$ cat src/rtl/seq_alu.sv
// seq_alu: multi-cycle ALU with start/busy/done handshake feeding a status register.
// Optional feature macro: SEQ_ALU_MUL_EN (iterative shift-add multiplier for op 111).
// Without it, op 111 completes in one cycle with result 0 and Z=1.
module seq_alu #(
   parameter int WIDTH = 8
) (
   input  logic             clk,
   input  logic             reset,
   input  logic             start,
   input  logic [2:0]       op,
   input  logic [WIDTH-1:0] a,
   input  logic [WIDTH-1:0] b,
   output logic             busy,
   output logic             done,
   output logic [WIDTH-1:0] result,
   output logic             Z_out,
   output logic             N_out,
   output logic             C_out,
   output logic             V_out,
   output logic             load_flags
);

   localparam int SW = $clog2(WIDTH);
   localparam int CW = $clog2(WIDTH + 1);

   typedef enum logic [1:0] {IDLE, EXEC, DONE} state_t;
   typedef enum logic [2:0] {
      OP_ADD = 3'b000, OP_SUB = 3'b001, OP_AND = 3'b010, OP_OR  = 3'b011,
      OP_XOR = 3'b100, OP_SHL = 3'b101, OP_SHR = 3'b110, OP_MUL = 3'b111
   } op_t;

   state_t           state, state_nx;
   op_t              op_r;
   logic [WIDTH-1:0] a_r, b_r;
   logic [CW-1:0]    cnt;
   logic             sh_en;
   logic [SW-1:0]    k;
   logic             last;
   logic             is_shift;

   logic [WIDTH:0]   sum, diff;
   logic [WIDTH-1:0] sh_res;
   logic             sh_out;
   logic [WIDTH-1:0] fin_res;
   logic             fin_c, fin_v;

`ifdef SEQ_ALU_MUL_EN
   logic [2*WIDTH-1:0] prod, prod_nx;
   logic [WIDTH:0]     mul_sum;
`endif

   assign k          = b[SW-1:0];
   assign last       = (cnt == CW'(1));
   assign is_shift   = (op_r == OP_SHL) || (op_r == OP_SHR);
   assign load_flags = done;

   // State register
   always_ff @(posedge clk or posedge reset) begin
      if (reset) state <= IDLE;
      else       state <= state_nx;
   end

   // Next-state and handshake outputs
   always_comb begin
      state_nx = state;
      busy     = 1'b0;
      done     = 1'b0;
      case (state)
         IDLE: if (start) state_nx = EXEC;
         EXEC: begin
            busy = 1'b1;
            if (last) state_nx = DONE;
         end
         DONE: begin
            busy     = 1'b1;
            done     = 1'b1;
            state_nx = IDLE;
         end
         default: state_nx = IDLE;
      endcase
   end

   // Per-cycle arithmetic and final result/flag selection
   always_comb begin
      sum     = {1'b0, a_r} + {1'b0, b_r};
      diff    = {1'b0, a_r} - {1'b0, b_r};
      sh_res  = a_r;
      sh_out  = 1'b0;
      fin_res = '0;
      fin_c   = 1'b0;
      fin_v   = 1'b0;
`ifdef SEQ_ALU_MUL_EN
      // Right-shifting product: upper half accumulates, lower half holds the remaining multiplier bits
      mul_sum = {1'b0, prod[2*WIDTH-1:WIDTH]} + (prod[0] ? {1'b0, a_r} : '0);
      prod_nx = {mul_sum, prod[WIDTH-1:1]};
`endif
      if (op_r == OP_SHL) begin
         sh_res = {a_r[WIDTH-2:0], 1'b0};
         sh_out = a_r[WIDTH-1];
      end else begin
         sh_res = {1'b0, a_r[WIDTH-1:1]};
         sh_out = a_r[0];
      end
      case (op_r)
         OP_ADD: begin
            fin_res = sum[WIDTH-1:0];
            fin_c   = sum[WIDTH];
            fin_v   = (a_r[WIDTH-1] == b_r[WIDTH-1]) && (sum[WIDTH-1] != a_r[WIDTH-1]);
         end
         OP_SUB: begin
            fin_res = diff[WIDTH-1:0];
            fin_c   = ~diff[WIDTH];
            fin_v   = (a_r[WIDTH-1] != b_r[WIDTH-1]) && (diff[WIDTH-1] != a_r[WIDTH-1]);
         end
         OP_AND: fin_res = a_r & b_r;
         OP_OR:  fin_res = a_r | b_r;
         OP_XOR: fin_res = a_r ^ b_r;
         OP_SHL, OP_SHR: begin
            fin_res = sh_en ? sh_res : a_r;
            fin_c   = sh_en ? sh_out : 1'b0;
         end
`ifdef SEQ_ALU_MUL_EN
         OP_MUL: begin
            fin_res = prod_nx[WIDTH-1:0];
            fin_c   = |prod_nx[2*WIDTH-1:WIDTH];
         end
`endif
         default: ;
      endcase
   end

   // Operand capture, iteration and registered result/flags
   always_ff @(posedge clk or posedge reset) begin
      if (reset) begin
         op_r   <= OP_ADD;
         a_r    <= '0;
         b_r    <= '0;
         cnt    <= '0;
         sh_en  <= 1'b0;
         result <= '0;
         Z_out  <= 1'b0;
         N_out  <= 1'b0;
         C_out  <= 1'b0;
         V_out  <= 1'b0;
`ifdef SEQ_ALU_MUL_EN
         prod   <= '0;
`endif
      end else begin
         case (state)
            IDLE: if (start) begin
               op_r  <= op_t'(op);
               a_r   <= a;
               b_r   <= b;
               sh_en <= (k != '0);
               if ((op_t'(op) == OP_SHL) || (op_t'(op) == OP_SHR))
                  cnt <= (k == '0) ? CW'(1) : CW'(k);
`ifdef SEQ_ALU_MUL_EN
               else if (op_t'(op) == OP_MUL)
                  cnt <= CW'(WIDTH);
`endif
               else
                  cnt <= CW'(1);
`ifdef SEQ_ALU_MUL_EN
               prod <= {{WIDTH{1'b0}}, b};
`endif
            end
            EXEC: begin
               cnt <= cnt - CW'(1);
               if (is_shift && sh_en) a_r <= sh_res;
`ifdef SEQ_ALU_MUL_EN
               prod <= prod_nx;
`endif
               if (last) begin
                  result <= fin_res;
                  Z_out  <= (fin_res == '0);
                  N_out  <= fin_res[WIDTH-1];
                  C_out  <= fin_c;
                  V_out  <= fin_v;
               end
            end
            default: ;
         endcase
      end
   end

endmodule

$ cat config.mk
export PLATFORM = sky130hd
export DESIGN_NAME = seq_alu
export DESIGN_NICKNAME = d
export VERILOG_FILES = /design/src/rtl/seq_alu.sv
export SDC_FILE = /design/constraint.sdc
export NUM_CORES = 1
export LEC_CHECK = 0
export CAP_MARGIN = 20
export CELL_PAD_IN_SITES_DETAIL_PLACEMENT = 1
export CELL_PAD_IN_SITES_GLOBAL_PLACEMENT = 2
export CORE_UTILIZATION = 38
export DETAILED_ROUTE_END_ITERATION = 12
export PLACE_DENSITY_LB_ADDON = 0.1
export SYNTH_ARGS = -nofsm -noshare
export SYNTH_HDL_FRONTEND = slang
export SYNTH_SLANG_ARGS = --single-unit
$ cat constraint.sdc
create_clock -name clk -period 5.9 [get_ports clk]
set_clock_uncertainty 0.1 [all_clocks]
set_input_delay 0.885 -clock clk [delete_from_list [all_inputs] [get_ports clk]]
set_output_delay 0.885 -clock clk [all_outputs]
set_load 0.01 [all_outputs]
==> results of run 1 <==
stage by stage:
stage / hold slack, ns / worst slack (ns)
finish: 0.395 / 2.84
global route: 0.430 / 2.73
detailed placement: 0.378 / 2.74
global placement: 0.372 / 2.84
floorplan: 0.399 / 3.38
CTS: 0.398 / 2.86
area by class of cell:
cell class | count | area, µm² | area share
Clock buffer | 5 | 68.8 | 0.0182
Multi-Input combinational cell | 282 | 2100 | 0.556
Inverter | 36 | 135 | 0.0358
Tap cell | 105 | 131 | 0.0348
Timing Repair Buffer | 37 | 368 | 0.0975
Sequential cell | 37 | 926 | 0.246
Clock inverter | 3 | 46.3 | 0.0123
path summary, 6_finish.rpt:
kind | slack [ns] | end | cells past startpoint | start
worst min-delay path | 0.40 | result[1] | 2 | result[1]
worst max register to register | 2.84 | Z_out | 9 | a_r[0]
min in group asynchronous | 0.91 | result[7] | 3 | reset
worst max-delay path | 2.84 | Z_out | 9 | a_r[0]
max in group asynchronous | 4.42 | a_r[3] | 3 | reset
worst min register to register | 0.40 | result[1] | 2 | result[1]
per-layer routing:
metal,global-route usage,share of wire
met3,0.0303,0.030
met2,0.401,0.48
met5,0,0
met1,0.329,0.48
met4,0.0492,0.014
state kept, by name (all words and copies together) (netlist names):
name and count:
C_out 1, V_out 1, Z_out 1, a_r 8, b_r 8, cnt 4
op_r 3, result 8, sh_en 1, state 2
cells in the final DEF, fill, tap and decap left out, types with 3 or more instances in the layout:
cell type	count
sky130_fd_sc_hd__a21oi_1	28
sky130_fd_sc_hd__nand2b_1	5
sky130_fd_sc_hd__a31oi_1	4
sky130_fd_sc_hd__nand3_1	3
sky130_fd_sc_hd__o31ai_1	6
sky130_fd_sc_hd__o21ai_0	27
sky130_fd_sc_hd__nor2_1	29
sky130_fd_sc_hd__xor2_1	3
sky130_fd_sc_hd__mux2i_1	8
sky130_fd_sc_hd__nor2b_1	6
sky130_fd_sc_hd__a221oi_1	4
sky130_fd_sc_hd__o21a_1	6
sky130_fd_sc_hd__inv_1	36
sky130_fd_sc_hd__o211ai_1	7
sky130_fd_sc_hd__nand2_1	23
sky130_fd_sc_hd__mux2_2	12
sky130_fd_sc_hd__clkbuf_8	5
sky130_fd_sc_hd__clkdlybuf4s50_1	36
sky130_fd_sc_hd__dfrtp_1	37
sky130_fd_sc_hd__nor3_1	15
sky130_fd_sc_hd__a211oi_1	5
sky130_fd_sc_hd__ha_1	30
worst register-to-register path: stages (launching register included):
cell,delay (ns)
sky130_fd_sc_hd__dfrtp_1,0.47
sky130_fd_sc_hd__inv_1,0.10
sky130_fd_sc_hd__ha_1,0.24
sky130_fd_sc_hd__fa_1,0.42
sky130_fd_sc_hd__nor3_1,0.31
sky130_fd_sc_hd__nor3_1,0.11
sky130_fd_sc_hd__o31ai_1,0.40
sky130_fd_sc_hd__mux2i_1,0.36
sky130_fd_sc_hd__nand4_1,0.15
sky130_fd_sc_hd__o41ai_2,0.30
where the power goes:
group          internal [mW]  leakage [nW]  switching (mW)  total (mW)
Combinational          0.716          1.12            1.04        1.76
Clock                  0.127        0.0543          0.0987       0.225
Sequential             0.378         0.447           0.218       0.596
Total                   1.22          1.62            1.36        2.58
cells by family (layout without fill, tap and decap cells):
| family | count (synthesis) | in the layout |
|---|---|---|
| buffers and inverters | 59 | 81 |
| multiplexers | 21 | 21 |
| flip-flops | 37 | 37 |
| AND/OR/NAND/NOR | 107 | 107 |
| AO/OA/AOI/OAI | 117 | 117 |
| XOR/XNOR | 5 | 5 |
| adder cells (fa/ha/maj) | 32 | 32 |
==> metrics.txt, run 1 <==
# TYPE chip_impl_metric gauge
chip_impl_info{name="timing.critical_path.from_type",value="register"} 1
chip_impl_info{name="yosys.area.top_type",value="sky130_fd_sc_hd__dfrtp_1"} 1
chip_impl_metric{name="design.die.area",unit="µm²"} 9090
chip_impl_metric{name="gp_congestion",unit=""} 0.886
chip_impl_metric{name="worst_pin_slew",unit="ns"} 0.929
chip_impl_metric{name="insertion_delay",unit="ns"} 0.29
chip_impl_metric{name="place_area",unit="µm²"} 3660
chip_impl_info{name="crit_path_end_kind",value="register"} 1
chip_impl_info{name="ys.flop_type",value="sky130_fd_sc_hd__dfrtp_1"} 1
chip_impl_metric{name="rows",unit=""} 33
chip_impl_metric{name="areaGrowthSynthToFinish",unit="%"} 13.9
chip_impl_info{name="worstSetupPathType",value="register to register"} 1
chip_impl_metric{name="detail_route.wl_per_cell",unit="µm"} 20.3
chip_impl_metric{name="asyncSetResetFlopFracSynth",unit=""} 1.00
chip_impl_metric{name="average_via_count_per_standard_cell",unit=""} 5.74
chip_impl_metric{name="final.period_utilization",unit=""} 0.519
chip_impl_metric{name="synthCells",unit=""} 378
chip_impl_metric{name="count_of_buffering_cells_on_the_critical_path_with_inverters_included",unit=""} 1
chip_impl_metric{name="yosys.cell_types.count",unit=""} 71
chip_impl_metric{name="syn_avg_cell_area",unit="µm²"} 8.76
chip_impl_metric{name="finalSetupViolations",unit=""} 0
chip_impl_metric{name="detailroute.via_count",unit=""} 2898
chip_impl_metric{name="vias_in_the_first_global_route",unit=""} 2971
chip_impl_metric{name="synth_nets",unit=""} 432
chip_impl_metric{name="io_buffer_count",unit=""} 36
chip_impl_info{name="cpLargestDelayFamily",value="compound AO/OA/AOI/OAI gates"} 1
chip_impl_metric{name="report.power.total",unit="mW"} 2.58
chip_impl_metric{name="synth_xor_area_frac",unit=""} 0.0132
chip_impl_metric{name="global_route_total_usage_across_every_layer",unit=""} 0.240
chip_impl_metric{name="fin_area",unit="µm²"} 3770
chip_impl_metric{name="grt_pass1_wl",unit="µm"} 16400
chip_impl_metric{name="vdd.ir_drop.worst",unit="V"} 0.000276
chip_impl_metric{name="max_clock_freq",unit="MHz"} 327
chip_impl_metric{name="place.detailed.instances",unit=""} 497
chip_impl_metric{name="worst_slew_margin_rel",unit=""} 0.381
chip_impl_metric{name="mappedNetlistArea",unit="µm²"} 3310
chip_impl_metric{name="postLayoutCoreUtil",unit=""} 0.452
chip_impl_metric{name="fin_nets",unit=""} 453
chip_impl_metric{name="globalRoute.totalOverflow",unit=""} 0
chip_impl_metric{name="cts.htree.levels",unit=""} 2
chip_impl_metric{name="timing.max_cap.violations",unit=""} 0
chip_impl_metric{name="drt_iter0_drc",unit=""} 118
chip_impl_metric{name="mux_share_of_post_synthesis_cell_area",unit=""} 0.0695
chip_impl_metric{name="final_max_slew_viol_count",unit=""} 0
chip_impl_info{name="tritoncts",value="done"} 1
chip_impl_metric{name="detail_route.drc_violations",unit=""} 0
chip_impl_metric{name="power.leakage",unit="nW"} 1.62
chip_impl_metric{name="totalNegativeSetupSlack",unit="ns"} 0
chip_impl_info{name="dominant_cell_by_count_in_the_synthesized_netlist",value="sky130_fd_sc_hd__dfrtp_1"} 1
chip_impl_metric{name="num_antenna_cells",unit=""} 0
chip_impl_metric{name="postRouteWirelength",unit="µm"} 10200
chip_impl_metric{name="grt_antenna_before_repair",unit=""} 0
chip_impl_metric{name="synth_compound_gate_area_share",unit=""} 0.248
chip_impl_metric{name="clock_sinks",unit=""} 37
chip_impl_info{name="post_synth_top_cells",value="sky130_fd_sc_hd__dfrtp_1, sky130_fd_sc_hd__inv_1, sky130_fd_sc_hd__ha_1, sky130_fd_sc_hd__nor2_1, sky130_fd_sc_hd__a21oi_1"} 1
chip_impl_info{name="hp-class",value="register to register"} 1
chip_impl_metric{name="min_cycle_time_layout",unit="ns"} 3.06
chip_impl_metric{name="detail_route.first_pass.iterations",unit=""} 4
chip_impl_metric{name="number_of_buffers_between_clock_root_and_the_deepest_sink",unit=""} 2
chip_impl_info{name="cp_common_cell",value="sky130_fd_sc_hd__nor3_1"} 1
chip_impl_metric{name="cts_buffers",unit=""} 5
chip_impl_metric{name="simple_gate_area_share_of_the_yosys_netlist",unit=""} 0.177
chip_impl_metric{name="share_of_synthesized_cell_area_in_full_adder_half_adder_and_majority_cells",unit=""} 0.125
chip_impl_metric{name="cts_post_setup_buffers_inserted",unit=""} 0
chip_impl_info{name="setup_repair_after_global_routing_missed_its_margin",value="no"} 1
chip_impl_metric{name="fill_cells",unit=""} 987
chip_impl_metric{name="maximum_number_of_pins_on_one_net_before_global_route_repair",unit=""} 38
chip_impl_metric{name="cts_resized",unit=""} 0
chip_impl_metric{name="clk_transition_reported_paths",unit="ns"} 0.08
chip_impl_metric{name="power.density_cell_area",unit="nW/µm²"} 684
chip_impl_info{name="clockRootBuffer",value="sky130_fd_sc_hd__clkbuf_8"} 1
chip_impl_metric{name="holdBufCountCts",unit=""} 0
chip_impl_info{name="cpMaxStageDelayCell",value="sky130_fd_sc_hd__dfrtp_1"} 1
chip_impl_metric{name="layout.cells.non_filler",unit=""} 505
chip_impl_metric{name="worst-endpoint-arrival",unit="ns"} 3.16
chip_impl_metric{name="num_io_pins",unit=""} 37
chip_impl_metric{name="cp.required",unit="ns"} 5.99
chip_impl_metric{name="final_antenna_net_count",unit=""} 0
chip_impl_metric{name="core-area",unit="µm²"} 8340
chip_impl_metric{name="yosys_register_bits",unit=""} 37
chip_impl_metric{name="seq_area_frac_synth",unit=""} 0.280
chip_impl_metric{name="initial_core_utilization",unit=""} 0.397
chip_impl_metric{name="hold_violations",unit=""} 0
chip_impl_metric{name="detailedPlacementHpwl",unit="µm"} 8080
chip_impl_info{name="cp_cell_sequence",value="inv_1, ha_1, fa_1, nor3_1, nor3_1, o31ai_1, mux2i_1, nand4_1, o41ai_2"} 1
chip_impl_info{name="synth_top_family_by_area",value="compound AO/OA/AOI/OAI gates"} 1
chip_impl_metric{name="synth_enable_flop_cells",unit=""} 0
chip_impl_info{name="outcome",value="finished clean"} 1
chip_impl_metric{name="die_width",unit="µm"} 95.4
chip_impl_metric{name="critPathMaxStageDelay",unit="ns"} 0.47
chip_impl_metric{name="synth_top_area_frac",unit=""} 0.280
chip_impl_info{name="netlist_top_cells_area",value="sky130_fd_sc_hd__dfrtp_1, sky130_fd_sc_hd__ha_1, sky130_fd_sc_hd__a21oi_1"} 1
chip_impl_metric{name="critPathMaxFanout",unit=""} 6
chip_impl_metric{name="ys_warns",unit=""} 0
chip_impl_metric{name="floorplan.die.height",unit="µm"} 95.4
chip_impl_metric{name="fraction_of_layout_instances_using_a_drive_strength_above_1",unit=""} 0.100
Power figures use the tool's default switching activity.
==> run 2: changes to the inputs <==
CORE_UTILIZATION = 35   (was 38)
clock period = 3.1 ns   (was 5.9 ns; I/O delays follow)
==> metrics.txt, run 2 (synthesis results as in run 1) <==
# TYPE chip_impl_metric gauge
chip_impl_metric{name="place_area",unit="µm²"} 3750
chip_impl_metric{name="drt_iter0_drc",unit=""} 142
chip_impl_metric{name="maximum_number_of_pins_on_one_net_before_global_route_repair",unit=""} 38
chip_impl_metric{name="rows",unit=""} 35
chip_impl_metric{name="grt_antenna_before_repair",unit=""} 0
chip_impl_info{name="hold_start",value="result[1]"} 1
chip_impl_metric{name="use_met1",unit=""} 0.303
chip_impl_metric{name="max_clock_freq",unit="MHz"} 343
chip_impl_info{name="worstReg2RegEnd",value="Z_out"} 1
chip_impl_metric{name="final_max_slew_viol_count",unit=""} 0
chip_impl_metric{name="fin_area",unit="µm²"} 3860
chip_impl_metric{name="final.period_utilization",unit=""} 0.942
chip_impl_metric{name="critPathMaxFanout",unit=""} 6
chip_impl_metric{name="cp.required",unit="ns"} 3.21
chip_impl_metric{name="areaGrowthSynthToFinish",unit="%"} 16.7
chip_impl_metric{name="floorplan.die.height",unit="µm"} 99.3
chip_impl_metric{name="detail_route.first_pass.iterations",unit=""} 4
chip_impl_metric{name="average_via_count_per_standard_cell",unit=""} 5.64
chip_impl_metric{name="fill_cells",unit=""} 1093
chip_impl_metric{name="design.die.area",unit="µm²"} 9860
chip_impl_metric{name="globalRoute.totalOverflow",unit=""} 0
chip_impl_metric{name="hold-worst-slack",unit="ns"} 0.394
chip_impl_metric{name="min_cycle_time_layout",unit="ns"} 2.92
chip_impl_metric{name="grt_pass1_wl",unit="µm"} 17000
chip_impl_metric{name="power.leakage",unit="nW"} 1.68
chip_impl_metric{name="clock_sinks",unit=""} 37
chip_impl_metric{name="critPathMaxStageDelay",unit="ns"} 0.45
chip_impl_info{name="r2r_start",value="a_r[0]"} 1
chip_impl_metric{name="gp_congestion",unit=""} 0.860
chip_impl_metric{name="fin_nets",unit=""} 465
chip_impl_info{name="cp_common_cell",value="sky130_fd_sc_hd__nor3_1"} 1
chip_impl_metric{name="hold_violations",unit=""} 0
chip_impl_metric{name="detailroute.via_count",unit=""} 2951
chip_impl_metric{name="count_of_buffering_cells_on_the_critical_path_with_inverters_included",unit=""} 1
chip_impl_info{name="top_regs",value="a_r (8), b_r (8), result (8)"} 1
chip_impl_metric{name="clk_transition_reported_paths",unit="ns"} 0.08
chip_impl_metric{name="cts_buffers",unit=""} 5
chip_impl_metric{name="fraction_of_layout_instances_using_a_drive_strength_above_1",unit=""} 0.129
chip_impl_metric{name="power.density_cell_area",unit="nW/µm²"} 1300
chip_impl_metric{name="timing.hold.worst_path_depth",unit=""} 2
chip_impl_metric{name="worst_pin_slew",unit="ns"} 0.598
chip_impl_info{name="cp_cell_sequence",value="inv_1, ha_1, fa_1, nor3_1, nor3_1, o31ai_2, mux2i_1, nand4_1, o41ai_2"} 1
chip_impl_info{name="globalRoute.busiestLayer",value="met2"} 1
chip_impl_info{name="worstSetupPathType",value="register to register"} 1
chip_impl_info{name="min_delay_worst_endpoint",value="result[1]"} 1
chip_impl_metric{name="final_antenna_net_count",unit=""} 0
chip_impl_metric{name="io_buffer_count",unit=""} 36
chip_impl_metric{name="detailedPlace.worstSlack",unit="ns"} 0.145
chip_impl_info{name="cpMaxStageDelayCell",value="sky130_fd_sc_hd__dfrtp_1"} 1
chip_impl_metric{name="cts.htree.levels",unit=""} 2
chip_impl_metric{name="totalNegativeSetupSlack",unit="ns"} 0
chip_impl_metric{name="postRouteWirelength",unit="µm"} 10400
chip_impl_info{name="clockRootBuffer",value="sky130_fd_sc_hd__clkbuf_8"} 1
chip_impl_metric{name="vias_in_the_first_global_route",unit=""} 3130
chip_impl_metric{name="initial_core_utilization",unit=""} 0.360
chip_impl_metric{name="number_of_buffers_between_clock_root_and_the_deepest_sink",unit=""} 2
chip_impl_metric{name="r2r_slack",unit="ns"} 0.18
chip_impl_info{name="outcome",value="finished clean"} 1
chip_impl_info{name="layout.cells.most_common",value="sky130_fd_sc_hd__dfrtp_1"} 1
chip_impl_info{name="cpLargestDelayFamily",value="adder cells"} 1
chip_impl_metric{name="detailedPlacementHpwl",unit="µm"} 8080
chip_impl_info{name="timing.critical_path.from_type",value="register"} 1
chip_impl_metric{name="num_antenna_cells",unit=""} 0
chip_impl_info{name="crit_path_end_kind",value="register"} 1
chip_impl_metric{name="detail_route.drc_violations",unit=""} 0
chip_impl_info{name="leading_cell_types_in_the_layout_fill_and_taps_excluded",value="sky130_fd_sc_hd__dfrtp_1, sky130_fd_sc_hd__inv_1, sky130_fd_sc_hd__clkdlybuf4s50_1"} 1
chip_impl_metric{name="finalSetupViolations",unit=""} 0
chip_impl_info{name="hp-class",value="register to register"} 1
chip_impl_metric{name="gr-usage-met2",unit=""} 0.366
chip_impl_metric{name="ff2ff_path_depth",unit=""} 9
chip_impl_metric{name="timing.max_cap.violations",unit=""} 0
chip_impl_metric{name="worst_slew_margin_rel",unit=""} 0.596
chip_impl_metric{name="insertion_delay",unit="ns"} 0.30
chip_impl_metric{name="core-area",unit="µm²"} 9200
chip_impl_info{name="setup_repair_after_global_routing_missed_its_margin",value="no"} 1
chip_impl_metric{name="worst-endpoint-arrival",unit="ns"} 3.03
chip_impl_metric{name="finalWorstSetupSlack",unit="ns"} 0.181
chip_impl_metric{name="holdBufCountCts",unit=""} 0
chip_impl_metric{name="num_io_pins",unit=""} 37
chip_impl_metric{name="vdd.ir_drop.worst",unit="V"} 0.000369
chip_impl_metric{name="detail_route.wl_per_cell",unit="µm"} 19.8
chip_impl_info{name="tritoncts",value="done"} 1
chip_impl_metric{name="place.detailed.instances",unit=""} 515
chip_impl_metric{name="met3_usage",unit=""} 0.0337
chip_impl_metric{name="layout.cells.non_filler",unit=""} 523
chip_impl_metric{name="global_route_total_usage_across_every_layer",unit=""} 0.225
chip_impl_metric{name="die_width",unit="µm"} 99.3
run 2: worst min-delay path, cell delays in order, from the launching register on:
cell,delay [ns]
sky130_fd_sc_hd__dfrtp_1,0.36
sky130_fd_sc_hd__nand2_1,0.05
sky130_fd_sc_hd__nand2_1,0.05
run 2: routing by layer:
metal | vias up | routed length [µm]
li1 | 1420 | -
met1 | 1453 | 4840
met2 | 63 | 4830
met3 | 15 | 439
met4 | 0 | 248
met5 | - | 0
run 2: worst max path at each step:
| stage | startpoint | to | slack, ns | cells past startpoint |
|---|---|---|---|---|
| 2_1_floorplan | a_r[0] | Z_out | 0.58 | 9 |
| 3_3_place_gp | a_r[0] | Z_out | 0.26 | 9 |
| 3_5_place_dp | a_r[0] | Z_out | 0.14 | 9 |
| 4_1_cts | a_r[0] | Z_out | 0.12 | 9 |
| 5_1_grt | a_r[0] | Z_out | 0.02 | 9 |
| 6_report | a_r[0] | Z_out | 0.18 | 9 |
run 2: where the power goes:
group | leakage, nW | switching, mW | internal (mW)
combinational | 1.18 | 2.10 | 1.48
sequential | 0.447 | 0.311 | 0.722
clock | 0.0549 | 0.201 | 0.206
run 2: timing repair:
item / in CTS / in global routing
resized for setup: 0 / 1
buffers inserted: 0 / 0
endpoints found under the setup margin: 0 / 1
run 2: per-stage QoR:
step / power [mW] / utilization
floorplan: 3.52 / -
global placement: 4.55 / 0.408
detailed placement: 4.59 / 0.408
CTS: 5.02 / 0.420
global route: 5.46 / 0.420
finish: 5.02 / 0.420
run 2: layout make-up:
class / count / area (µm²) / share of cell area
multi-input cells: 282 / 2100 / 0.544
flip-flops and latches: 37 / 926 / 0.240
repair buffers: 49 / 458 / 0.119
well taps: 111 / 139 / 0.0359
inverters: 36 / 135 / 0.0350
clock buffers: 7 / 96.3 / 0.0249
clock inverters: 1 / 8.76 / 0.00227
==> run 3: changes to the inputs <==
CORE_MARGIN = 4   (was unset)
==> metrics.txt, run 3 (synthesis results as in run 1) <==
# TYPE chip_impl_metric gauge
chip_impl_info{name="leading_cell_types_in_the_layout_fill_and_taps_excluded",value="sky130_fd_sc_hd__dfrtp_1, sky130_fd_sc_hd__inv_1, sky130_fd_sc_hd__clkdlybuf4s50_1"} 1
chip_impl_info{name="layout.cells.most_common",value="sky130_fd_sc_hd__dfrtp_1"} 1
chip_impl_metric{name="core-area",unit="µm²"} 9240
chip_impl_metric{name="worst_slew_margin_rel",unit=""} 0.626
chip_impl_metric{name="min_cycle_time_layout",unit="ns"} 2.89
chip_impl_metric{name="clock_sinks",unit=""} 37
chip_impl_metric{name="average_via_count_per_standard_cell",unit=""} 5.47
chip_impl_metric{name="detail_route.wl_per_cell",unit="µm"} 19.6
chip_impl_info{name="tritoncts",value="done"} 1
chip_impl_metric{name="holdBufCountCts",unit=""} 0
chip_impl_metric{name="totalNegativeSetupSlack",unit="ns"} 0
chip_impl_metric{name="area.sequential",unit="µm²"} 926
chip_impl_metric{name="hold_violations",unit=""} 0
chip_impl_metric{name="die_width",unit="µm"} 105
chip_impl_info{name="hold_start",value="result[3]"} 1
chip_impl_metric{name="multiInputGateArea",unit="µm²"} 2110
chip_impl_info{name="r2r_start",value="a_r[0]"} 1
chip_impl_info{name="top_regs",value="a_r (8), b_r (8), result (8)"} 1
chip_impl_metric{name="finalWorstSetupSlack",unit="ns"} 0.205
chip_impl_info{name="cpLargestDelayFamily",value="compound AO/OA/AOI/OAI gates"} 1
chip_impl_metric{name="detail_route.first_pass.iterations",unit=""} 4
chip_impl_metric{name="maximum_number_of_pins_on_one_net_before_global_route_repair",unit=""} 38
chip_impl_info{name="worstSetupPathType",value="register to register"} 1
chip_impl_metric{name="grt_pass1_wl",unit="µm"} 17300
chip_impl_info{name="crit_path_end_kind",value="register"} 1
chip_impl_info{name="outcome",value="finished clean"} 1
chip_impl_metric{name="count_of_buffering_cells_on_the_critical_path_with_inverters_included",unit=""} 2
chip_impl_metric{name="globalRoute.totalOverflow",unit=""} 0
chip_impl_metric{name="fill_cells",unit=""} 1090
chip_impl_info{name="cpMaxStageDelayCell",value="sky130_fd_sc_hd__a211oi_1"} 1
chip_impl_info{name="setup_repair_after_global_routing_missed_its_margin",value="no"} 1
chip_impl_metric{name="areaGrowthSynthToFinish",unit="%"} 18.1
chip_impl_metric{name="detailedPlace.worstSlack",unit="ns"} 0.0937
chip_impl_metric{name="final_max_slew_viol_count",unit=""} 0
chip_impl_metric{name="max_clock_freq",unit="MHz"} 345
chip_impl_metric{name="detail_route.drc_violations",unit=""} 0
chip_impl_metric{name="cts_post_setup_buffers_inserted",unit=""} 0
chip_impl_metric{name="detailroute.via_count",unit=""} 2956
chip_impl_metric{name="rows",unit=""} 35
chip_impl_metric{name="floorplan.die.height",unit="µm"} 105
chip_impl_metric{name="grt_antenna_before_repair",unit=""} 0
chip_impl_metric{name="critPathMaxFanout",unit=""} 6
chip_impl_metric{name="power.density_cell_area",unit="nW/µm²"} 1310
chip_impl_metric{name="critPathMaxStageDelay",unit="ns"} 0.48
chip_impl_metric{name="num_antenna_cells",unit=""} 0
chip_impl_metric{name="final_antenna_net_count",unit=""} 0
chip_impl_metric{name="num_io_pins",unit=""} 37
chip_impl_info{name="cp-startpoint",value="a_r[0]"} 1
chip_impl_metric{name="power.leakage",unit="nW"} 1.69
chip_impl_metric{name="finalSetupViolations",unit=""} 0
chip_impl_metric{name="insertion_delay",unit="ns"} 0.30
chip_impl_metric{name="detailedPlacementHpwl",unit="µm"} 8240
chip_impl_info{name="timing.critical_path.from_type",value="register"} 1
chip_impl_metric{name="fin_nets",unit=""} 464
chip_impl_metric{name="timing.max_cap.violations",unit=""} 0
chip_impl_metric{name="global_route_total_usage_across_every_layer",unit=""} 0.196
chip_impl_metric{name="cp.required",unit="ns"} 3.20
chip_impl_metric{name="worst-endpoint-arrival",unit="ns"} 3.00
chip_impl_metric{name="io_buffer_count",unit=""} 36
chip_impl_metric{name="vias_in_the_first_global_route",unit=""} 3106
chip_impl_metric{name="gp_congestion",unit=""} 0.865
chip_impl_info{name="hp-class",value="register to register"} 1
chip_impl_metric{name="cts.htree.levels",unit=""} 2
chip_impl_metric{name="drt_iter0_drc",unit=""} 132
chip_impl_metric{name="cts_buffers",unit=""} 5
chip_impl_info{name="clockRootBuffer",value="sky130_fd_sc_hd__clkbuf_8"} 1
chip_impl_metric{name="vdd.ir_drop.worst",unit="V"} 0.000423
chip_impl_metric{name="final.period_utilization",unit=""} 0.934
chip_impl_metric{name="fraction_of_layout_instances_using_a_drive_strength_above_1",unit=""} 0.129
chip_impl_metric{name="postRouteWirelength",unit="µm"} 10600
chip_impl_metric{name="design.die.area",unit="µm²"} 11100
chip_impl_metric{name="number_of_buffers_between_clock_root_and_the_deepest_sink",unit=""} 2
chip_impl_metric{name="initial_core_utilization",unit=""} 0.358
chip_impl_metric{name="clk_transition_reported_paths",unit="ns"} 0.09
chip_impl_metric{name="worst_pin_slew",unit="ns"} 0.558
chip_impl_info{name="cp_cell_sequence",value="inv_1, ha_1, fa_1, xor2_1, nor2_1, a2111oi_0, a211oi_1, buf_4, nand4_1, o41ai_2"} 1
==> run 3: cell types whose count changed in the layout (fill, tap and decap cells not counted) <==
| cell | delta |
|---|---|
| sky130_fd_sc_hd__clkbuf_8 | -1 |
| sky130_fd_sc_hd__clkinvlp_4 | +1 |
| sky130_fd_sc_hd__nor3_2 | +1 |
| sky130_fd_sc_hd__buf_4 | -2 |
| sky130_fd_sc_hd__buf_12 | +1 |
| sky130_fd_sc_hd__bufinv_16 | +1 |
| sky130_fd_sc_hd__inv_6 | -1 |
| sky130_fd_sc_hd__nor3_1 | -1 |
==> run 3: what timing repair did <==
item / CTS / global route
gates resized for setup: 0 / 2
setup endpoints to repair: 0 / 1
endpoints found under the hold margin: 0 / 0
==> run 3: per-layer routing <==
layer  vias to the layer above  global-route usage  wire (µm)
li1                       1421                   -          -
met1                      1471               0.273       5020
met2                        52               0.323       5060
met3                        12              0.0276        350
met4                         0              0.0431        144
met5                         -                   0          0
==> run 3: cell type report <==
| type | count | share of cell area |
|---|---|---|
| well taps | 129 | 0.0413 |
| repair buffers | 48 | 0.118 |
| multi-input cells | 282 | 0.538 |
| inverters | 36 | 0.0345 |
| clock inverters | 2 | 0.00960 |
| flip-flops and latches | 37 | 0.237 |
| clock buffers | 6 | 0.0211 |
==> run 3: final timing paths <==
kind / end / slack, ns / depth (start not counted)
max: Z_out / 0.21 / 10
min: result[3] / 0.39 / 2
max reg2reg: Z_out / 0.21 / 10
min reg2reg: result[3] / 0.39 / 2
max in group asynchronous: b_r[0] / 2.05 / 3
min in group asynchronous: result[5] / 0.48 / 3
==> run 3: per-stage QoR <==
step | cell area, µm² | std cells | util | total power [mW] | hold slack (ns)
floorplan | 3310 | 378 | - | 3.52 | 0.399
global placement | 3780 | 532 | 0.409 | 4.57 | 0.368
detailed placement | 3780 | 532 | 0.409 | 4.62 | 0.378
CTS | 3900 | 540 | 0.422 | 5.10 | 0.400
global route | 3910 | 540 | 0.423 | 5.56 | 0.426
finish | 3910 | 540 | 0.423 | 5.12 | 0.394
==> run 3: power breakdown <==
group	total [mW]	switching [mW]	internal (mW)
clock	0.465	0.203	0.262
sequential	1.05	0.327	0.721
combinational	3.60	2.12	1.48
==> run 3: worst min-delay path, cell delays in order (launching register included) <==
cell and delay, ns:
sky130_fd_sc_hd__dfrtp_1 0.35, sky130_fd_sc_hd__nand2_1 0.05, sky130_fd_sc_hd__o21ai_0 0.06
